$ cat src/rtl/pipe_stage_reg.sv
// Pipeline stage register with stall, bubble flush and exception redirect.
// Optional perf counters (stall_cnt, bubble_cnt) enabled by STAGE_PERF_CNT_EN.
module pipe_stage_reg #(
  parameter int unsigned PAYLOAD_W = 64,
  parameter logic [31:0] PC_RESET  = 32'h0000_3000,
  parameter logic [31:0] EXC_PC    = 32'h0000_4180
) (
  input  logic                 clk,
  input  logic                 reset,
  input  logic                 en,
  input  logic                 flush,
  input  logic                 req,
  input  logic [31:0]          in_pc,
  input  logic [31:0]          in_instr,
  input  logic [PAYLOAD_W-1:0] in_payload,
  input  logic                 in_valid,
  input  logic [4:0]           in_exc,
  input  logic [4:0]           stage_exc,
  input  logic                 in_bd,
`ifdef STAGE_PERF_CNT_EN
  output logic [31:0]          stall_cnt,
  output logic [31:0]          bubble_cnt,
`endif
  output logic [31:0]          out_pc,
  output logic [31:0]          out_instr,
  output logic [PAYLOAD_W-1:0] out_payload,
  output logic                 out_valid,
  output logic [4:0]           out_exc,
  output logic                 out_bd
);

  localparam int unsigned EXC_W = 5;

  // Earliest exception wins; bubbles never carry an exception.
  logic [EXC_W-1:0] merged_exc_c;
  always_comb begin
    merged_exc_c = '0;
    if (in_valid) begin
      merged_exc_c = (in_exc != '0) ? in_exc : stage_exc;
    end
  end

  // Stage contents: reset > req > flush > stall > load.
  always_ff @(posedge clk or posedge reset) begin
    if (reset) begin
      out_pc      <= PC_RESET;
      out_instr   <= '0;
      out_payload <= '0;
      out_valid   <= 1'b0;
      out_exc     <= '0;
      out_bd      <= 1'b0;
    end else if (req) begin
      out_pc      <= EXC_PC;
      out_instr   <= '0;
      out_payload <= '0;
      out_valid   <= 1'b0;
      out_exc     <= '0;
      out_bd      <= 1'b0;
    end else if (flush) begin
      // Bubble keeps PC/BD so a later exception can still form EPC.
      out_pc      <= in_pc;
      out_instr   <= '0;
      out_payload <= '0;
      out_valid   <= 1'b0;
      out_exc     <= '0;
      out_bd      <= in_bd;
    end else if (en) begin
      out_pc      <= in_pc;
      out_instr   <= in_instr;
      out_payload <= in_payload;
      out_valid   <= in_valid;
      out_exc     <= merged_exc_c;
      out_bd      <= in_bd;
    end
  end

`ifdef STAGE_PERF_CNT_EN
  localparam logic [31:0] CNT_MAX = 32'hFFFF_FFFF;

  logic stall_hit_c;
  logic bubble_hit_c;
  assign stall_hit_c  = !en && !flush && !req && out_valid;
  assign bubble_hit_c = flush && !req;

  // Saturating event counters.
  always_ff @(posedge clk or posedge reset) begin
    if (reset) begin
      stall_cnt  <= '0;
      bubble_cnt <= '0;
    end else begin
      if (stall_hit_c && (stall_cnt != CNT_MAX)) begin
        stall_cnt <= stall_cnt + 32'(1);
      end
      if (bubble_hit_c && (bubble_cnt != CNT_MAX)) begin
        bubble_cnt <= bubble_cnt + 32'(1);
      end
    end
  end
`endif

endmodule

$ cat config.mk
export PLATFORM = sky130hd
export DESIGN_NAME = pipe_stage_reg
export DESIGN_NICKNAME = d
export VERILOG_FILES = /design/src/rtl/pipe_stage_reg.sv
export SDC_FILE = /design/constraint.sdc
export NUM_CORES = 1
export LEC_CHECK = 0
export ABC_AREA = 1
export CAP_MARGIN = 30
export CORE_MARGIN = 4
export CORE_UTILIZATION = 41
export CTS_BUF_LIST = sky130_fd_sc_hd__clkbuf_8
export CTS_CLUSTER_SIZE = 40
export DETAILED_ROUTE_END_ITERATION = 16
export PLACE_DENSITY = 0.83
export SLEW_MARGIN = 20
export SYNTH_ARGS = -nofsm -noshare
export SYNTH_HDL_FRONTEND = slang
export SYNTH_SLANG_ARGS = --single-unit
$ cat constraint.sdc
create_clock -name clk -period 4.45 [get_ports clk]
set_input_delay 0.445 -clock clk [delete_from_list [all_inputs] [get_ports clk]]
set_output_delay 0.445 -clock clk [all_outputs]
set_load 0.05 [all_outputs]
# Word level (Yosys, flattened, before mapping)
# Cells that the tools add are included.
word_totals:
  reg_bits: 135
op_classes:
  mux: 20
  n_reduce_logical: 2
op_table:
  columns: ["cell", "n"]
  rows:
  - ["two-way mux 32 bit", 6]
  - ["two-way mux 64 bit", 3]
  - ["two-way mux 5 bit", 5]
  - ["two-way mux 1 bit", 6]
  - ["nonzero test 5 bit", 1]
  - ["nonzero test 3 bit", 1]

# Logic depth before layout (Yosys ltp)
# Gate-level depths: netlist of the first run.
logic_depth:
  ltp_word: 6
  mapped_depth: 8
  ltp_nobuf: 5

# Least setup slack after synthesis of the first run
# OpenSTA, ideal clock, no wires.
synth_path:
  path_kind: "in2reg"
  startpoint: "input port en"
  endpoint: "register out_pc[0]"
  setup_time_ns: 0.066
  t_arrival_ns: 1.167
  t_required_ns: 4.384
  setup_slack_ns: 3.218
  path_stages: 8
  n_path_buf: 3
  path_cell_list: "buf_4 > inv_2 > nand2_4 > inv_2 > buf_6 > buf_6 > nand2_1 > nand2_1"
synth_via:
  elab_chain_len: 1
synth_lines:
  columns: ["item", "line", "source"]
  rows:
  - ["from (decl)", "10", "input logic en,"]
  - ["nonzero test 3 bit (no line)", null, null]
  - ["to (signal assigned)", "61", "out_pc <= in_pc;"]
  - ["to (signal assigned)", "68", "out_pc <= in_pc;"]
  - ["to (decl)", "24", "output logic [31:0] out_pc,"]
# Every way passes these cells.
# A chain may end at the register's enable or synchronous reset.

# Worst setup path after layout of the first run
layout_path:
  startpoint: "register out_pc[13]"
  endpoint: "output port out_pc[13]"
# No word-level cell between the ends.

==> results of run 1 <==
## metrics by stage
| stage | setup slack (ns) | hold slack [ns] | cells |
|---|---|---|---|
| after CTS | 2.18 | 0.472 | 1049 |
| after global placement | 2.07 | 0.453 | 1017 |
| after floorplan | 0.397 | 0.553 | 604 |
| after global routing | 2.15 | 0.497 | 1051 |
| final | 2.21 | 0.468 | 1051 |
| after detailed placement | 2.00 | 0.459 | 1017 |
## worst max-delay path by stage
| stage | endpoint | cells past startpoint |
|---|---|---|
| floorplan | out_bd | 1 |
| global placement | out_exc[2] | 6 |
| detailed placement | out_exc[2] | 6 |
| CTS | out_pc[13] | 1 |
| global route | out_pc[13] | 1 |
| finish | out_pc[13] | 1 |
## per-layer routing
layer	up-vias	routed length (microns)	GRT usage [%]
met5	-	0	0
met4	0	459	8.61
met3	30	1350	8.05
met2	179	8680	37.5
met1	2434	6730	26.2
li1	2462	-	-
## report_power, final
part	leakage (uW)	internal (uW)	total, uW	switching, uW
clock	0.000207	492	955	463
combinational	0.00202	248	627	379
sequential	0.00180	1280	1310	29.2
total	0.00402	2020	2890	871
## layout make-up
cell class,count,area (sq um)
well taps,172,215
clock buffers,21,289
multi-input cells,418,1760
flip-flops and latches,135,3380
inverters,9,37.5
fillers,981,4120
repair buffers,285,2890
clock inverters,11,85.1
## state kept, by name, indices dropped and copies added (netlist names)
signal,count
out_instr,32
out_pc,32
out_payload,64
out_bd,1
out_valid,1
out_exc,5
## synthesized netlist by cell type
master                     instances  area share [%]
sky130_fd_sc_hd__buf_4             7            0.97
sky130_fd_sc_hd__and3_1            1            0.12
sky130_fd_sc_hd__nand2_4           1            0.21
sky130_fd_sc_hd__nand4_1           5            0.58
sky130_fd_sc_hd__nand2_1          86             6.0
sky130_fd_sc_hd__buf_6             6             1.2
sky130_fd_sc_hd__inv_1             7            0.49
sky130_fd_sc_hd__a21o_1            1            0.14
sky130_fd_sc_hd__dfrtp_1         133              61
sky130_fd_sc_hd__nor2_1          194              13
sky130_fd_sc_hd__clkbuf_1         20             1.4
sky130_fd_sc_hd__buf_1             2            0.14
sky130_fd_sc_hd__buf_2             7            0.65
sky130_fd_sc_hd__nand3_1          30             2.8
sky130_fd_sc_hd__o21ai_1          11             1.0
sky130_fd_sc_hd__o21ai_0          88             8.1
sky130_fd_sc_hd__nor2_4            1            0.21
sky130_fd_sc_hd__dfstp_2           2            0.97
sky130_fd_sc_hd__inv_2             2            0.14
## logic make-up after synthesis
group	synth area share, %
buf+inv	5.01
compound gates	9.29
simple gates	23.3
flops	62.4
## cell usage in the layout (no fill, tap or decap), types with 2 or more instances in the layout
master / count
sky130_fd_sc_hd__o21ai_1: 11
sky130_fd_sc_hd__nor2_1: 194
sky130_fd_sc_hd__dfstp_2: 2
sky130_fd_sc_hd__nand3_1: 30
sky130_fd_sc_hd__dfrtp_1: 133
sky130_fd_sc_hd__clkdlybuf4s50_1: 278
sky130_fd_sc_hd__clkinv_4: 2
sky130_fd_sc_hd__o21ai_0: 88
sky130_fd_sc_hd__clkinv_2: 4
sky130_fd_sc_hd__buf_16: 2
sky130_fd_sc_hd__nand4_1: 5
sky130_fd_sc_hd__buf_4: 3
sky130_fd_sc_hd__nand2_1: 86
sky130_fd_sc_hd__clkbuf_8: 21
sky130_fd_sc_hd__inv_1: 10
==> metrics.txt, run 1 <==
# TYPE chip_impl_metric gauge
chip_impl_metric{name="cts_setup_buffers",unit=""} 0
chip_impl_metric{name="chipHeight",unit="microns"} 123
chip_impl_metric{name="antenna_cells_inserted",unit=""} 0
chip_impl_info{name="hp-start",value="out_pc[13]"} 1
chip_impl_metric{name="ant_nets",unit=""} 0
chip_impl_metric{name="floorplan.initialDensity",unit="%"} 42.4
chip_impl_metric{name="area_delta_synth_final",unit="%"} 59.8
chip_impl_metric{name="syn-num-nets",unit=""} 749
chip_impl_metric{name="route.final.wire_length",unit="mm"} 17.2
chip_impl_metric{name="first_global_vias",unit=""} 4971
chip_impl_info{name="status",value="complete, no violations"} 1
chip_impl_info{name="slowest_stage",value="sky130_fd_sc_hd__clkdlybuf4s50_1"} 1
chip_impl_metric{name="p_total",unit="uW"} 2890
chip_impl_metric{name="layout.nets",unit=""} 1011
chip_impl_metric{name="ys_seq_elements",unit=""} 135
chip_impl_metric{name="detailedRoute.firstIterationViolations",unit=""} 425
chip_impl_metric{name="core_region_area",unit="sq um"} 12800
chip_impl_metric{name="finalHoldViolations",unit=""} 0
chip_impl_metric{name="fp.dieW",unit="microns"} 123
chip_impl_metric{name="final.min_clock_period",unit="ns"} 2.24
chip_impl_metric{name="clk_pin_slew",unit="ns"} 0.07
chip_impl_metric{name="fin_worst_skew",unit="ns"} 0
chip_impl_metric{name="cellPowerDensity",unit="nW/um^2"} 334
chip_impl_metric{name="clock_latency",unit="ns"} 0.43
chip_impl_metric{name="utilization",unit="%"} 67.8
chip_impl_metric{name="max_freq",unit="GHz"} 0.447
chip_impl_info{name="rsz_0062_raised_after_global_routing",value="no"} 1
chip_impl_metric{name="regToRegSetupSlack",unit="ns"} 3.64
chip_impl_metric{name="final_min_period_over_clock_period",unit="%"} 50.3
chip_impl_metric{name="hold_buffers",unit=""} 0
chip_impl_metric{name="top_level_pins",unit=""} 280
chip_impl_metric{name="netlist_area",unit="sq um"} 5420
chip_impl_metric{name="final_cell_area",unit="sq um"} 8660
chip_impl_info{name="r2r-start",value="out_payload[57]"} 1
chip_impl_metric{name="path_buf_inv",unit=""} 1
chip_impl_info{name="crit_path_end_kind",value="primary output"} 1
chip_impl_info{name="cts_tree",value="done"} 1
chip_impl_metric{name="routabilityCongestion",unit=""} 0.827
chip_impl_metric{name="worst_pin_slew",unit="ns"} 0.880
chip_impl_metric{name="cts_num_sinks",unit=""} 135
chip_impl_metric{name="ir_drop_worst_case_vdd",unit="mV"} 0.202
chip_impl_metric{name="grt_first_pass_wirelength",unit="mm"} 25.9
chip_impl_metric{name="placedInstanceArea",unit="sq um"} 8230
chip_impl_metric{name="global_route.overflow_total",unit=""} 0
chip_impl_metric{name="reg2regPathDepth",unit=""} 2
chip_impl_metric{name="timing.critical_path.arrival",unit="ns"} 1.79
chip_impl_metric{name="avgSynthCellArea",unit="sq um"} 8.97
chip_impl_metric{name="floorplan.rows",unit=""} 41
chip_impl_info{name="startpoint",value="out_pc[13]"} 1
chip_impl_metric{name="cap_violations",unit=""} 0
chip_impl_metric{name="slew_violations",unit=""} 0
chip_impl_metric{name="path_max_fanout",unit=""} 2
chip_impl_metric{name="setup_viol_count_final",unit=""} 0
chip_impl_metric{name="synthesis.instances",unit=""} 604
chip_impl_metric{name="detailedRoute.firstPassIterationCount",unit=""} 4
chip_impl_info{name="crit-reg2reg-capture",value="out_payload[57]"} 1
chip_impl_metric{name="timing.critical_path.required",unit="ns"} 4.01
chip_impl_metric{name="p_leak",unit="uW"} 0.00402
chip_impl_metric{name="slowest_delay",unit="ns"} 0.83
chip_impl_metric{name="viasPerCell",unit=""} 4.86
chip_impl_metric{name="quantity_of_i_o_buffers_inserted_on_ports",unit=""} 279
chip_impl_metric{name="yosys.cell_types.count",unit=""} 19
chip_impl_metric{name="slew-limit-headroom",unit="%"} 41.3
chip_impl_info{name="kind_of_cell_with_the_highest_combined_delay_on_the_critical_path",value="buffers and inverters"} 1
chip_impl_info{name="worstHoldEndpoint",value="out_pc[13]"} 1
chip_impl_metric{name="fp.dieArea",unit="sq um"} 15100
chip_impl_info{name="critPathKind",value="register to primary output"} 1
chip_impl_info{name="worstSetupStartpointType",value="register"} 1
chip_impl_metric{name="timing.setup.tns",unit="ns"} 0
chip_impl_metric{name="grt_usage",unit="%"} 22.3
chip_impl_metric{name="cts_max_level",unit=""} 4
chip_impl_info{name="worstPathCellList",value="clkdlybuf4s50_1"} 1
chip_impl_metric{name="layout-drive-gt1-share",unit="%"} 4.78
chip_impl_info{name="clock_tree.root_cell",value="sky130_fd_sc_hd__clkbuf_8"} 1
chip_impl_metric{name="seq_area_frac_synth",unit="%"} 62.4
chip_impl_metric{name="grt_start_max_net_pins",unit=""} 98
chip_impl_metric{name="synthesis.yosys.warnings",unit=""} 0
chip_impl_metric{name="post_cts_resize_count",unit=""} 0
chip_impl_metric{name="drc_errors",unit=""} 0
chip_impl_metric{name="cts_buffers",unit=""} 17
chip_impl_info{name="worstHoldPathType",value="register to register"} 1
chip_impl_metric{name="dpl.hpwl",unit="mm"} 11.6
chip_impl_metric{name="route.detailed.wl_per_inst",unit="microns"} 16.4
chip_impl_metric{name="worst_hold_path.num_cells",unit=""} 2
chip_impl_metric{name="antenna_found_initial",unit=""} 0
chip_impl_metric{name="route.vias.total",unit=""} 5105
chip_impl_metric{name="clockBufferDepth",unit=""} 2
Note: power is estimated with default switching activity, not from simulation.
==> inputs of run 2 (changes only) <==
--- a/config.mk
+++ b/config.mk
@@ -8,11 +8,11 @@
 export ABC_AREA = 1
 export CAP_MARGIN = 30
 export CORE_MARGIN = 4
-export CORE_UTILIZATION = 41
+export CORE_UTILIZATION = 37
 export CTS_BUF_LIST = sky130_fd_sc_hd__clkbuf_8
 export CTS_CLUSTER_SIZE = 40
 export DETAILED_ROUTE_END_ITERATION = 16
-export PLACE_DENSITY = 0.83
+export PLACE_DENSITY = 0.79
 export SLEW_MARGIN = 20
 export SYNTH_ARGS = -nofsm -noshare
 export SYNTH_HDL_FRONTEND = slang
==> constraint.sdc (replaced) <==
create_clock -name clk -period 1.9 [get_ports clk]
set_input_delay 0.19 -clock clk [delete_from_list [all_inputs] [get_ports clk]]
set_output_delay 0.19 -clock clk [all_outputs]
set_load 0.05 [all_outputs]
==> metrics.txt, run 2 (synthesis gave the netlist of run 1 again) <==
# TYPE chip_impl_metric gauge
chip_impl_info{name="worstSetupStartpointType",value="register"} 1
chip_impl_metric{name="ir_drop_worst_case_vdd",unit="mV"} 0.712
chip_impl_info{name="crit_path_end_kind",value="primary output"} 1
chip_impl_metric{name="final_min_period_over_clock_period",unit="%"} 97.4
chip_impl_info{name="status",value="complete, no violations"} 1
chip_impl_info{name="critPathKind",value="register to primary output"} 1
chip_impl_metric{name="detailedRoute.firstPassIterationCount",unit=""} 6
chip_impl_metric{name="layout-drive-gt1-share",unit="%"} 5.76
chip_impl_info{name="rsz_0062_raised_after_global_routing",value="no"} 1
chip_impl_metric{name="timing.critical_path.arrival",unit="ns"} 1.66
chip_impl_metric{name="fin_worst_skew",unit="ns"} 0
chip_impl_metric{name="antenna_cells_inserted",unit=""} 0
chip_impl_metric{name="routabilityCongestion",unit=""} 0.803
chip_impl_metric{name="floorplan.rows",unit=""} 43
chip_impl_metric{name="first_global_vias",unit=""} 5136
chip_impl_metric{name="area_delta_synth_final",unit="%"} 61.9
chip_impl_metric{name="fp.dieArea",unit="sq um"} 16600
chip_impl_info{name="kind_of_cell_with_the_highest_combined_delay_on_the_critical_path",value="buffers and inverters"} 1
chip_impl_metric{name="detailroute.wirelength.met3",unit="mm"} 1.40
chip_impl_info{name="worstPathCellList",value="clkdlybuf4s50_1"} 1
chip_impl_metric{name="non_filler_cells_in_the_finished_layout",unit=""} 1065
chip_impl_metric{name="worst_pin_slew",unit="ns"} 0.563
chip_impl_info{name="slowest_stage",value="sky130_fd_sc_hd__clkdlybuf4s50_1"} 1
chip_impl_metric{name="cts_buffers",unit=""} 17
chip_impl_metric{name="hold_ws",unit="ns"} 0.219
chip_impl_info{name="top_layer_used",value="met4"} 1
chip_impl_metric{name="core_region_area",unit="sq um"} 14100
chip_impl_info{name="layout.cells.most_common_list",value="265 x sky130_fd_sc_hd__clkdlybuf4s50_1, 194 x sky130_fd_sc_hd__nor2_1, 133 x sky130_fd_sc_hd__dfrtp_1"} 1
chip_impl_metric{name="grt_start_max_net_pins",unit=""} 97
chip_impl_metric{name="floorplan.initialDensity",unit="%"} 38.4
chip_impl_info{name="worstHoldPathType",value="primary input to async pin"} 1
chip_impl_metric{name="antenna_found_initial",unit=""} 0
chip_impl_metric{name="quantity_of_i_o_buffers_inserted_on_ports",unit=""} 279
chip_impl_metric{name="largest_register_ffs",unit=""} 64
chip_impl_metric{name="wire_length_the_detailed_router_placed_on_met1",unit="mm"} 6.81
chip_impl_metric{name="cellPowerDensity",unit="nW/um^2"} 786
chip_impl_metric{name="cts_max_level",unit=""} 4
chip_impl_metric{name="slowest_delay",unit="ns"} 0.85
chip_impl_metric{name="path_buf_inv",unit=""} 1
chip_impl_metric{name="timing.setup.tns",unit="ns"} 0
chip_impl_metric{name="cts_setup_buffers",unit=""} 0
chip_impl_metric{name="final.min_clock_period",unit="ns"} 1.85
chip_impl_metric{name="numPlacedInstances",unit=""} 1033
chip_impl_metric{name="slew-limit-headroom",unit="%"} 62.4
chip_impl_metric{name="dpl.hpwl",unit="mm"} 11.9
chip_impl_metric{name="viasPerCell",unit=""} 4.79
chip_impl_metric{name="global_route.overflow_total",unit=""} 0
chip_impl_info{name="cts_tree",value="done"} 1
chip_impl_metric{name="finalHoldViolations",unit=""} 0
chip_impl_metric{name="path_max_fanout",unit=""} 2
chip_impl_metric{name="grt_usage",unit="%"} 20.3
chip_impl_metric{name="route.vias.total",unit=""} 5105
chip_impl_metric{name="top_level_pins",unit=""} 280
chip_impl_metric{name="clk_pin_slew",unit="ns"} 0.07
chip_impl_info{name="regs_by_ff_count",value="out_payload (64), out_instr (32), out_pc (32)"} 1
chip_impl_info{name="final_common_cell",value="sky130_fd_sc_hd__clkdlybuf4s50_1"} 1
chip_impl_metric{name="grt_first_pass_wirelength",unit="mm"} 26.3
chip_impl_info{name="clock_tree.root_cell",value="sky130_fd_sc_hd__clkbuf_8"} 1
chip_impl_metric{name="route.detailed.wl_per_inst",unit="microns"} 16.0
chip_impl_metric{name="cap_violations",unit=""} 0
chip_impl_metric{name="slew_violations",unit=""} 0
chip_impl_metric{name="setup_viol_count_final",unit=""} 0
chip_impl_metric{name="clock_latency",unit="ns"} 0.44
chip_impl_metric{name="met2RoutedLength",unit="mm"} 8.30
chip_impl_metric{name="fp.dieW",unit="microns"} 129
chip_impl_metric{name="max_freq",unit="GHz"} 0.541
chip_impl_metric{name="layout.nets",unit=""} 1017
chip_impl_metric{name="route.final.wire_length",unit="mm"} 17.0
chip_impl_metric{name="drc_errors",unit=""} 0
chip_impl_metric{name="timing.critical_path.required",unit="ns"} 1.71
chip_impl_info{name="largest-register",value="out_payload"} 1
chip_impl_metric{name="detailedRoute.firstIterationViolations",unit=""} 342
chip_impl_metric{name="p_leak",unit="uW"} 0.00423
chip_impl_metric{name="ant_nets",unit=""} 0
chip_impl_metric{name="clockBufferDepth",unit=""} 2
chip_impl_metric{name="cts_num_sinks",unit=""} 135
chip_impl_metric{name="chipHeight",unit="microns"} 129
[run 2: changes by cell type in the layout (fill, tap and decap cells not counted), sizes merged]
| cell | delta |
|---|---|
| buf | +8 |
| bufinv | +1 |
| clkdlybuf4s50 | -13 |
| clkinv | -1 |
| clkinvlp | +2 |
| dlymetal6s2s | +11 |
| inv | -2 |
[run 2: path summary, 6_finish.rpt]
check / start / end / slack [ns] / cells past startpoint
hold reg to reg: out_pc[12] / out_pc[12] / 0.47 / 2
min in group clk: en / out_instr[7] / 0.22 / 3
max in group asynchronous: reset / out_pc[13] / 1.32 / 3
setup / recovery: out_pc[27] / out_pc[27] / 0.05 / 1
hold / removal: reset / out_exc[1] / 0.22 / 3
setup reg to reg: out_instr[17] / out_instr[17] / 1.16 / 2
[run 2: cell type report]
| cell class | count | area, sq um |
|---|---|---|
| Clock buffer | 21 | 289 |
| Clock inverter | 11 | 106 |
| Fill cell | 1196 | 5330 |
| Inverter | 9 | 38.8 |
| Multi-Input combinational cell | 418 | 1760 |
| Sequential cell | 135 | 3380 |
| Tap cell | 180 | 225 |
| Timing Repair Buffer | 291 | 2960 |
[run 2: power by group]
group	switching, uW	internal [uW]
Sequential	71.6	3010
Clock	1070	1280
Combinational	882	586
[run 2: per-layer routing]
layer | vias up | track usage (%)
met3 | 35 | 7.31
met4 | 0 | 8.96
met2 | 212 | 31.8
met5 | - | 0
li1 | 2462 | -
met1 | 2396 | 25.5
[run 2: tightest hold or removal path, cell delays in order]
cell and delay, ns:
sky130_fd_sc_hd__clkdlybuf4s50_1 0.44, sky130_fd_sc_hd__clkinvlp_4 0.13, sky130_fd_sc_hd__buf_12 0.30
[run 2: stage by stage]
step                setup slack (ns)  util [%]  cell area (sq um)  power, uW
detailed placement             0.239      59.2               8340       4610
floorplan                     0.0325         -               5420       3920
finish                        0.0503      62.2               8770       6890
global placement               0.284      59.2               8340       4590
CTS                           0.0146      62.0               8740       6980
global route                 0.00103      62.2               8770       7210
[run 2: what timing repair did]
action                     4_1_cts  5_1_grt
gates resized for setup          0       11
hold buffers                     0        0
setup endpoints to repair        0       11
==> inputs of run 3 (changes only) <==
--- a/config.mk
+++ b/config.mk
@@ -7,7 +7,6 @@
 export LEC_CHECK = 0
 export ABC_AREA = 1
 export CAP_MARGIN = 30
-export CORE_MARGIN = 4
 export CORE_UTILIZATION = 37
 export CTS_BUF_LIST = sky130_fd_sc_hd__clkbuf_8
 export CTS_CLUSTER_SIZE = 40
==> metrics.txt, run 3 (synthesis gave the netlist of run 1 again) <==
# TYPE chip_impl_metric gauge
chip_impl_info{name="status",value="complete, no violations"} 1
chip_impl_metric{name="max_freq",unit="GHz"} 0.545
chip_impl_info{name="rsz_0062_raised_after_global_routing",value="no"} 1
chip_impl_info{name="final_common_cell",value="sky130_fd_sc_hd__clkdlybuf4s50_1"} 1
chip_impl_metric{name="routabilityCongestion",unit=""} 0.744
chip_impl_metric{name="clockBufferDepth",unit=""} 2
chip_impl_metric{name="antenna_found_initial",unit=""} 1
chip_impl_metric{name="clk_pin_slew",unit="ns"} 0.08
chip_impl_metric{name="cts_max_level",unit=""} 4
chip_impl_metric{name="power.internal",unit="uW"} 4830
chip_impl_metric{name="layout-drive-gt1-share",unit="%"} 5.41
chip_impl_info{name="crit_path_end_kind",value="primary output"} 1
chip_impl_metric{name="clock_power_share",unit="%"} 33.2
chip_impl_metric{name="timing.critical_path.arrival",unit="ns"} 1.64
chip_impl_metric{name="non_filler_cells_in_the_finished_layout",unit=""} 1068
chip_impl_info{name="worstPathCellList",value="clkdlybuf4s50_1"} 1
chip_impl_metric{name="top_level_pins",unit=""} 280
chip_impl_info{name="top_layer_used",value="met5"} 1
chip_impl_metric{name="timing.critical_path.required",unit="ns"} 1.71
chip_impl_metric{name="timing.critical_path.depth",unit=""} 1
chip_impl_metric{name="setup_viol_count_final",unit=""} 0
chip_impl_metric{name="layout.nets",unit=""} 1020
chip_impl_metric{name="chipHeight",unit="microns"} 123
chip_impl_metric{name="fin_worst_skew",unit="ns"} 0
chip_impl_metric{name="grt_usage",unit="%"} 22.1
chip_impl_info{name="regs_by_ff_count",value="out_payload (64), out_instr (32), out_pc (32)"} 1
chip_impl_metric{name="detailedRoute.firstPassIterationCount",unit=""} 4
chip_impl_metric{name="wire_length_the_detailed_router_placed_on_met1",unit="mm"} 6.61
chip_impl_metric{name="p_sw_share",unit="%"} 29.1
chip_impl_metric{name="numPlacedInstances",unit=""} 1036
chip_impl_metric{name="clock_latency",unit="ns"} 0.43
chip_impl_metric{name="detailroute.wirelength.met3",unit="mm"} 1.15
chip_impl_metric{name="ir_drop_worst_case_vdd",unit="mV"} 0.533
chip_impl_metric{name="floorplan.rows",unit=""} 43
chip_impl_metric{name="finalHoldViolations",unit=""} 0
chip_impl_metric{name="cts_num_sinks",unit=""} 135
chip_impl_metric{name="core_region_area",unit="sq um"} 14100
chip_impl_metric{name="route.final.wire_length",unit="mm"} 16.4
chip_impl_metric{name="slew_violations",unit=""} 0
chip_impl_info{name="kind_of_cell_with_the_highest_combined_delay_on_the_critical_path",value="buffers and inverters"} 1
chip_impl_metric{name="grt_start_max_net_pins",unit=""} 98
chip_impl_info{name="worstHoldPathType",value="primary input to async pin"} 1
chip_impl_metric{name="first_global_vias",unit=""} 5132
chip_impl_metric{name="cts_buffers",unit=""} 17
chip_impl_metric{name="route.detailed.wl_per_inst",unit="microns"} 15.4
chip_impl_metric{name="path_max_fanout",unit=""} 2
chip_impl_metric{name="slew-limit-headroom",unit="%"} 62.7
chip_impl_metric{name="ant_nets",unit=""} 0
chip_impl_info{name="cts_tree",value="done"} 1
chip_impl_info{name="largest-register",value="out_payload"} 1
chip_impl_metric{name="timing.setup.tns",unit="ns"} 0
chip_impl_metric{name="route.vias.total",unit=""} 5054
chip_impl_metric{name="final.min_clock_period",unit="ns"} 1.83
chip_impl_metric{name="hold_buffers",unit=""} 0
chip_impl_metric{name="fp.dieW",unit="microns"} 123
chip_impl_metric{name="fp.dieArea",unit="sq um"} 15100
chip_impl_metric{name="switchingPower",unit="uW"} 1990
chip_impl_metric{name="largest_register_ffs",unit=""} 64
chip_impl_info{name="clock_tree.root_cell",value="sky130_fd_sc_hd__clkbuf_8"} 1
chip_impl_metric{name="viasPerCell",unit=""} 4.73
chip_impl_metric{name="combinationalPowerShare",unit="%"} 21.6
chip_impl_metric{name="met2RoutedLength",unit="mm"} 8.10
chip_impl_info{name="worstSetupStartpointType",value="register"} 1
chip_impl_metric{name="detailedRoute.firstIterationViolations",unit=""} 322
chip_impl_metric{name="antenna_cells_inserted",unit=""} 0
chip_impl_metric{name="drc_errors",unit=""} 0
chip_impl_metric{name="path_buf_inv",unit=""} 1
chip_impl_metric{name="area_delta_synth_final",unit="%"} 61.7
chip_impl_metric{name="reg2regPathDepth",unit=""} 2
chip_impl_metric{name="dpl.hpwl",unit="mm"} 11.3
chip_impl_metric{name="quantity_of_i_o_buffers_inserted_on_ports",unit=""} 279
chip_impl_metric{name="global_route.overflow_total",unit=""} 0
chip_impl_metric{name="cellPowerDensity",unit="nW/um^2"} 778
chip_impl_metric{name="p_leak",unit="uW"} 0.00409
chip_impl_info{name="critPathKind",value="register to primary output"} 1
chip_impl_info{name="slowest_stage",value="sky130_fd_sc_hd__clkdlybuf4s50_1"} 1
chip_impl_metric{name="final_min_period_over_clock_period",unit="%"} 96.6
chip_impl_metric{name="cap_violations",unit=""} 0
chip_impl_metric{name="worst_pin_slew",unit="ns"} 0.558
chip_impl_metric{name="pwr-share-seq",unit="%"} 45.2
chip_impl_info{name="layout.cells.most_common_list",value="276 x sky130_fd_sc_hd__clkdlybuf4s50_1, 194 x sky130_fd_sc_hd__nor2_1, 133 x sky130_fd_sc_hd__dfrtp_1"} 1
chip_impl_metric{name="floorplan.initialDensity",unit="%"} 38.4
chip_impl_metric{name="grt_first_pass_wirelength",unit="mm"} 25.4
chip_impl_metric{name="slowest_delay",unit="ns"} 0.82
run 3: cell count changes in the layout (fill, tap and decap cells not counted), sizes merged:
| cell | delta |
|---|---|
| buf | +1 |
| clkbuf | -1 |
| clkdlybuf4s50 | +11 |
| clkinv | -1 |
| clkinvlp | -2 |
| dlygate4sd2 | +2 |
| dlymetal6s2s | -11 |
| inv | +4 |
run 3: path summary, 6_finish.rpt:
check	startpoint	end	slack, ns
max	out_payload[17]	out_payload[17]	0.07
min	reset	out_instr[4]	0.12
max reg2reg	out_payload[12]	out_payload[12]	1.14
min reg2reg	out_pc[12]	out_pc[12]	0.47
max in group asynchronous	reset	out_payload[61]	1.19
min in group clk	en	out_pc[12]	0.23
run 3: power groups by stage:
stage	clock network, uW	logic [uW]	registers, uW
finish	2270	1470	3080
CTS	2330	1490	3080
detailed placement	0	1480	3130
global placement	0	1470	3130
floorplan	0	319	3600
global route	2470	1570	3090
run 3: timing repair:
item                                    in CTS  in global routing
setup buffers                                0                  0
resized for setup                            2                  0
endpoints found under the setup margin       2                  0
run 3: final cells by class:
type                            instances  area, sq um
Fill cell                            1212         5340
Tap cell                              180          225
Clock buffer                           20          275
Multi-Input combinational cell        418         1760
Sequential cell                       135         3380
Inverter                                9         38.8
Clock inverter                         12          101
Timing Repair Buffer                  294         2970
run 3: through the flow:
step	hold slack (ns)	cell area [sq um]	utilization [%]	setup WS, ns	power (uW)
after floorplan	0.298	5420	-	0.0325	3920
after global placement	0.453	8380	59.5	0.261	4600
after detailed placement	0.459	8380	59.5	0.202	4610
after CTS	0.0940	8760	62.1	0.0361	6900
after global routing	0.109	8760	62.1	0.0000433	7130
final	0.117	8760	62.1	0.0653	6820
run 3: layer usage:
layer,vias to the layer above,GRT usage (%)
met3,38,7.01
met5,-,0
met2,178,36.7
met4,2,9.86
met1,2367,26.3
li1,2469,-
